## config.mk

```make
export PLATFORM = sky130hd
export DESIGN_NAME = prefetch_unit
export DESIGN_NICKNAME = d
export VERILOG_FILES = /design/src/rtl/fetch_pkg.sv /design/src/rtl/fetch_fifo.sv /design/src/rtl/prefetch_unit.sv
export SDC_FILE = /design/constraint.sdc
export NUM_CORES = 1
export LEC_CHECK = 0
export CAP_MARGIN = 20
export CORE_MARGIN = 2
export CORE_UTILIZATION = 50
export DETAILED_ROUTE_END_ITERATION = 6
export DONT_BUFFER_PORTS = 1
export PLACE_DENSITY = 0.66
export RECOVER_POWER = 25
export SLEW_MARGIN = 20
export SYNTH_ARGS = -nofsm -noshare
export SYNTH_HDL_FRONTEND = slang
export SYNTH_SLANG_ARGS = --single-unit
```

## constraint.sdc

```tcl
create_clock -name clk -period 4.9 [get_ports clk]
set_clock_uncertainty 0.2 [all_clocks]
set_input_delay 1.47 -clock clk [delete_from_list [all_inputs] [get_ports clk]]
set_output_delay 1.47 -clock clk [all_outputs]
set_load 0.05 [all_outputs]
```

## src/rtl/fetch_pkg.sv

```systemverilog
// Shared types and constants for the instruction prefetch unit.
// With PREFETCH_FAULT_EN defined, each buffered entry also carries its AXI read-error flag.
package fetch_pkg;

  localparam logic [1:0]  RESP_OKAY = 2'b00;
  localparam logic [31:0] PC_INC    = 32'd4;

  typedef struct packed {
`ifdef PREFETCH_FAULT_EN
    logic        fault;
`endif
    logic [31:0] instr;
    logic [31:0] pc;
  } fetch_entry_t;

endpackage

```

## src/rtl/fetch_fifo.sv

```systemverilog
// Instruction buffer: power-of-2 ring with synchronous flush and a registered head entry.
// The head register is reloaded from the ring, the incoming entry, or zero when emptied.
module fetch_fifo #(
  parameter int  DEPTH = 4,
  parameter type T     = logic [31:0]
) (
  input  logic                 clk,
  input  logic                 rst,
  input  logic                 flush,
  input  logic                 push,
  input  T                     din,
  input  logic                 pop,
  output T                     dout,
  output logic                 valid,
  output logic [$clog2(DEPTH):0] count
);
  localparam int AW = $clog2(DEPTH);
  localparam int CW = AW + 1;

  T              mem [DEPTH];
  logic [AW-1:0] rd_ptr, wr_ptr;
  logic          full, do_push, do_pop;

  assign valid   = (count != '0);
  assign full    = (count == CW'(DEPTH));
  assign do_pop  = pop && valid;
  // A push into a full buffer is legal when the head leaves in the same cycle.
  assign do_push = push && (!full || do_pop);

  always_ff @(posedge clk) begin
    if (rst || flush) begin
      rd_ptr <= '0;
      wr_ptr <= '0;
      count  <= '0;
      dout   <= '0;
    end else begin
      if (do_push) begin
        mem[wr_ptr] <= din;
        wr_ptr      <= wr_ptr + 1'b1;
      end
      if (do_pop)
        rd_ptr <= rd_ptr + 1'b1;
      count <= count + CW'(do_push) - CW'(do_pop);
      if (do_pop)
        dout <= (count > CW'(1)) ? mem[rd_ptr + 1'b1] : (do_push ? din : '0);
      else if (!valid && do_push)
        dout <= din;
    end
  end

endmodule

```

## src/rtl/prefetch_unit.sv

```systemverilog
// Sequential instruction prefetcher: AXI4-Lite read master feeding an in-order buffer, with redirect.
// Define PREFETCH_FAULT_EN to add instr_fault, the read-error flag of the buffer head.
module prefetch_unit
  import fetch_pkg::*;
#(
  parameter int          FIFO_DEPTH      = 4,
  parameter int          MAX_OUTSTANDING = 2,
  parameter logic [31:0] RESET_PC        = 32'h0
) (
  input  logic        clk,
  input  logic        rst,
  input  logic        branch_taken,
  input  logic [31:0] branch_target,
  output logic [31:0] instr,
  output logic [31:0] pc,
  output logic        instr_valid,
  input  logic        instr_ready,
`ifdef PREFETCH_FAULT_EN
  output logic        instr_fault,
`endif
  output logic [31:0] axi_araddr,
  output logic        axi_arvalid,
  input  logic        axi_arready,
  input  logic [31:0] axi_rdata,
  input  logic [1:0]  axi_rresp,
  input  logic        axi_rvalid,
  output logic        axi_rready
);
  localparam int CW = $clog2(FIFO_DEPTH) + 1;
  localparam int OW = $clog2(MAX_OUTSTANDING) + 1;

  logic [31:0]   fetch_pc, resp_pc, pend_addr;
  logic          pend_vld, pend_stale;
  logic [OW-1:0] out_cnt, drop_cnt, out_nxt;
  logic [CW-1:0] fifo_cnt;
  logic          issue_ok, ar_hs, r_hs, push, pop;
  fetch_entry_t  push_entry, head;

  assign axi_rready = 1'b1;
  assign r_hs       = axi_rvalid;
  assign ar_hs      = axi_arvalid && axi_arready;

  // Buffer space is reserved at issue: live reads plus buffered entries never exceed the FIFO.
  assign issue_ok = !rst && !branch_taken
                 && (32'(out_cnt - drop_cnt) + 32'(fifo_cnt) < 32'(FIFO_DEPTH))
                 && (32'(out_cnt) < 32'(MAX_OUTSTANDING));

  // Once presented, a request is held in pend_* until accepted, even across a redirect.
  assign axi_arvalid = pend_vld || issue_ok;
  assign axi_araddr  = pend_vld ? pend_addr : fetch_pc;

  assign out_nxt = out_cnt + OW'(ar_hs) - OW'(r_hs);
  assign push    = r_hs && (drop_cnt == '0) && !branch_taken;
  assign pop     = instr_valid && instr_ready && !branch_taken;

  always_comb begin
    push_entry       = '0;
    push_entry.instr = axi_rdata;
    push_entry.pc    = resp_pc;
`ifdef PREFETCH_FAULT_EN
    push_entry.fault = (axi_rresp != RESP_OKAY);
`endif
  end

`ifndef PREFETCH_FAULT_EN
  logic unused_rresp;
  assign unused_rresp = ^axi_rresp;
`endif

  always_ff @(posedge clk) begin
    if (rst) begin
      fetch_pc   <= RESET_PC;
      resp_pc    <= RESET_PC;
      pend_addr  <= RESET_PC;
      pend_vld   <= 1'b0;
      pend_stale <= 1'b0;
      out_cnt    <= '0;
      drop_cnt   <= '0;
    end else begin
      out_cnt  <= out_nxt;
      pend_vld <= axi_arvalid && !axi_arready;
      if (axi_arvalid && !pend_vld)
        pend_addr <= fetch_pc;

      if (branch_taken) begin
        // Everything already in flight belongs to the old stream; a held request joins it on acceptance.
        fetch_pc   <= branch_target;
        resp_pc    <= branch_target;
        drop_cnt   <= out_nxt;
        pend_stale <= pend_vld && !axi_arready;
      end else begin
        if (ar_hs && !pend_stale)
          fetch_pc <= fetch_pc + PC_INC;
        if (push)
          resp_pc <= resp_pc + PC_INC;
        if (ar_hs)
          pend_stale <= 1'b0;
        drop_cnt <= drop_cnt - OW'(r_hs && (drop_cnt != '0)) + OW'(ar_hs && pend_stale);
      end
    end
  end

  fetch_fifo #(
    .DEPTH (FIFO_DEPTH),
    .T     (fetch_entry_t)
  ) u_fifo (
    .clk   (clk),
    .rst   (rst),
    .flush (branch_taken),
    .push  (push),
    .din   (push_entry),
    .pop   (pop),
    .dout  (head),
    .valid (instr_valid),
    .count (fifo_cnt)
  );

  assign instr = head.instr;
  assign pc    = head.pc;
`ifdef PREFETCH_FAULT_EN
  assign instr_fault = head.fault;
`endif

endmodule

```

==> results of run 1 <==
==> flip-flops by register name, summed over array words and instances, names as in the netlist <==
| signal | count |
|---|---|
| u_fifo.mem | 256 |
| u_fifo.dout | 64 |
| fetch_pc | 32 |
| pend_addr | 32 |
| resp_pc | 32 |
| u_fifo.count | 3 |
| drop_cnt | 2 |
| out_cnt | 2 |
| u_fifo.rd_ptr | 2 |
| u_fifo.wr_ptr | 2 |
| pend_stale | 1 |
| pend_vld | 1 |
==> power by group through the flow <==
stage / sequential (W) / clock, W / combinational (W)
2_1_floorplan: 0.00428 / 0 / 0.000690
3_3_place_gp: 0.00434 / 0 / 0.000758
3_5_place_dp: 0.00434 / 0 / 0.000771
4_1_cts: 0.00427 / 0.00349 / 0.000775
5_1_grt: 0.00429 / 0.00362 / 0.000844
6_report: 0.00427 / 0.00341 / 0.000763
==> cell type report <==
cell class	instances	area, um2
repair buffers	23	248
well taps	455	569
inverters	44	165
multi-input cells	727	6010
clock inverters	25	253
fillers	2822	15100
clock buffers	59	1250
flip-flops and latches	429	11200
==> layer usage <==
metal | up-vias | share of wire, %
li1 | 4853 | -
met1 | 5035 | 45
met2 | 237 | 48
met3 | 45 | 6.3
met4 | 0 | 1.4
met5 | - | 0
==> synth_stat cells (2+ instances only) <==
| cell | number | area share, % |
|---|---|---|
| a211o_1 | 2 | 0.099 |
| a211oi_1 | 69 | 2.9 |
| a21boi_0 | 22 | 0.93 |
| a21oi_1 | 32 | 0.90 |
| a22oi_1 | 64 | 2.7 |
| a31oi_1 | 5 | 0.18 |
| and2_1 | 6 | 0.21 |
| and3_1 | 9 | 0.32 |
| and4_1 | 5 | 0.25 |
| buf_1 | 14 | 0.30 |
| buf_12 | 3 | 0.34 |
| buf_2 | 14 | 0.40 |
| buf_6 | 3 | 0.19 |
| clkbuf_1 | 51 | 1.1 |
| dfxtp_1 | 173 | 20 |
| edfxtp_1 | 256 | 43 |
| fa_1 | 2 | 0.23 |
| ha_1 | 17 | 1.2 |
| inv_1 | 43 | 0.91 |
| mux2_2 | 30 | 1.9 |
| mux2i_1 | 37 | 2.1 |
| mux4_2 | 64 | 8.1 |
| nand2_1 | 47 | 1.0 |
| nand3_1 | 16 | 0.45 |
| nand4_1 | 11 | 0.39 |
| nor2_1 | 136 | 2.9 |
| nor2b_1 | 5 | 0.18 |
| nor3_1 | 9 | 0.25 |
| nor3b_1 | 8 | 0.34 |
| nor4_1 | 4 | 0.14 |
| o2111ai_1 | 12 | 0.59 |
| o211ai_1 | 4 | 0.17 |
| o21a_1 | 19 | 0.81 |
| o21ai_0 | 6 | 0.17 |
| o21bai_1 | 4 | 0.17 |
| o31a_1 | 3 | 0.15 |
| o31ai_1 | 2 | 0.085 |
| or2_2 | 2 | 0.071 |
| or3_1 | 6 | 0.21 |
| xnor2_1 | 36 | 1.8 |
| xor2_1 | 17 | 0.84 |
==> through the flow <==
| step | hold WS (ns) | instances | area (um2) | util [%] | setup WS [ns] |
|---|---|---|---|---|---|
| after floorplan | 0.246 | 1286 | 17700 | - | 0.555 |
| after global placement | 0.257 | 1678 | 18200 | 52.3 | 0.771 |
| after detailed placement | 0.262 | 1678 | 18200 | 52.3 | 0.736 |
| after CTS | 0.277 | 1762 | 19700 | 56.6 | 0.268 |
| after global routing | 0.318 | 1762 | 19700 | 56.6 | 0.162 |
| final | 0.282 | 1762 | 19700 | 56.6 | 0.306 |
==> critical path, cell delays in order (launching register included) <==
cell and delay [ns]:
dfxtp_1 0.33, inv_1 0.05, ha_1 0.20, fa_1 0.48, inv_1 0.04, ha_1 0.25, and3b_1 0.18, o21a_1 0.18
a211oi_2 0.26, or2_2 0.40
==> worst paths after layout <==
check | startpoint | to | slack, ns
hold reg to reg | fetch_pc[1] | fetch_pc[1] | 0.28
hold / removal | fetch_pc[1] | fetch_pc[1] | 0.28
setup reg to reg | out_cnt[0] | drop_cnt[1] | 1.00
setup / recovery | out_cnt[0] | axi_arvalid | 0.31
==> cell families (layout without fill, tap and decap cells) <==
| family | Yosys count | count (layout) | share of synthesized area (%) |
|---|---|---|---|
| DFF | 429 | 429 | 63.0 |
| and+or+nand+nor | 272 | 272 | 7.20 |
| AOI/OAI and AO/OA | 251 | 251 | 10.4 |
| muxes | 131 | 131 | 12.1 |
| buffers and inverters | 130 | 151 | 3.28 |
| xor gates and xnor gates | 53 | 53 | 2.62 |
| adders and majority gates | 19 | 19 | 1.43 |
| other | 1 | 1 | 0.0212 |
==> impl_metrics.json, run 1 <==
{
  "status": "completed",
  "setup_tns_ns": 0,
  "yosys_register_bits": 429,
  "grtUsageMet3_pct": 4.48,
  "min_period_ns": 4.59,
  "p_int_w": 0.00628,
  "ctsHoldBuffers": 0,
  "timing.slew.headroom_pct": 30.2,
  "min_period_over_period_pct": 93.8,
  "p_leak_nw": 6.39,
  "grt_pass1_wl_um": 57200,
  "synth_edf_count": 256,
  "wl_um": 36400,
  "cts_tree": "built",
  "synth_area_mm2": 0.0177,
  "place.gp.congestion": 0.737,
  "grt_max_degree": 129,
  "gr-total-overflow": 0,
  "critPathLaunchType": "flop",
  "grt_busiest_layer": "met2",
  "dp_hpwl_um": 22700,
  "first_global_vias": 10209,
  "slew_viol_final": 0,
  "syn-num-nets": 1377,
  "numCtsBuffers": 45,
  "clock_sinks": 429,
  "ys_warn_count": 0,
  "min_path_cells": 2,
  "num_rows": 68,
  "seq_area_frac_synth_pct": 63.0,
  "pwr-share-seq_pct": 50.6,
  "wl_per_cell_um": 20.6,
  "viasPerCell": 5.77,
  "arrival_ns": 2.92,
  "synthCells": 1286,
  "worst_pin_slew_ns": 1.04,
  "cts_root_buf": "clkbuf_16",
  "fp.dieH_um": 192,
  "routed-via-count": 10170,
  "power_density_mw_per_mm2": 429,
  "layout_common_cells": "edfxtp_1 (256), dfxtp_1 (170), nor2_1 (136)",
  "antenna_cells": 0,
  "reg2reg_depth": 17,
  "drt-pass1-iter-count": 5,
  "end_kind": "output pin",
  "cts_resized": 0,
  "groute.usage.overall_pct": 20.0,
  "ir_drop_v": 0.000324,
  "hold_violations": 0,
  "rsz0062_at_grt": "no",
  "drt_iter0_drc": 534,
  "ys_types": 59,
  "hold_class": "flop to flop",
  "pwr-share-clk_pct": 40.4,
  "dieArea_mm2": 0.0369,
  "use_met1_pct": 27.5,
  "cts_htree_levels": 2,
  "cts_setup_buffers": 0,
  "timing.fmax_mhz": 218,
  "met2_usage_pct": 32.5,
  "clk_path_buf_depth": 3,
  "start_util_pct": 51.0,
  "drive_above_1_share_pct": 16.1,
  "max-cap-violations": 0,
  "ant_nets": 0,
  "critical_path_class": "flop to output pin",
  "synth-async-reset-ratio_pct": 0,
  "die_x_um": 192,
  "io_buffers": 0,
  "syn_to_final_growth_pct": 11.0,
  "worst_ep_required_time_ns": 3.23,
  "p_sw_share_pct": 25.5,
  "clk_pin_slew_ns": 0.06,
  "core-area_mm2": 0.0347,
  "setup_viol": 0,
  "layout.nets": 1361,
  "num_io_pins": 171,
  "antenna_found_initial": 0,
  "cp_max_fo": 4,
  "p_switching_w": 0.00215,
  "p_total_w": 0.00844,
  "layout_commonest_cell": "edfxtp_1",
  "syn_area_per_cell_um2": 13.8,
  "clk_latency_ns": 0.55,
  "p_comb_share_pct": 9.0,
  "drc": 0,
  "synth_ff_type": "edfxtp_1"
}
No activity file was read; power rests on OpenSTA's default activity.
==> run 2, diff against run 1 <==
--- a/config.mk
+++ b/config.mk
@@ -10,6 +10,7 @@
 export CORE_UTILIZATION = 50
 export DETAILED_ROUTE_END_ITERATION = 6
 export DONT_BUFFER_PORTS = 1
+export GPL_ROUTABILITY_DRIVEN = 0
 export PLACE_DENSITY = 0.66
 export RECOVER_POWER = 25
 export SLEW_MARGIN = 20
==> results of run 2 <==
The final DEF is identical to that of run 1; final timing and power are the same.
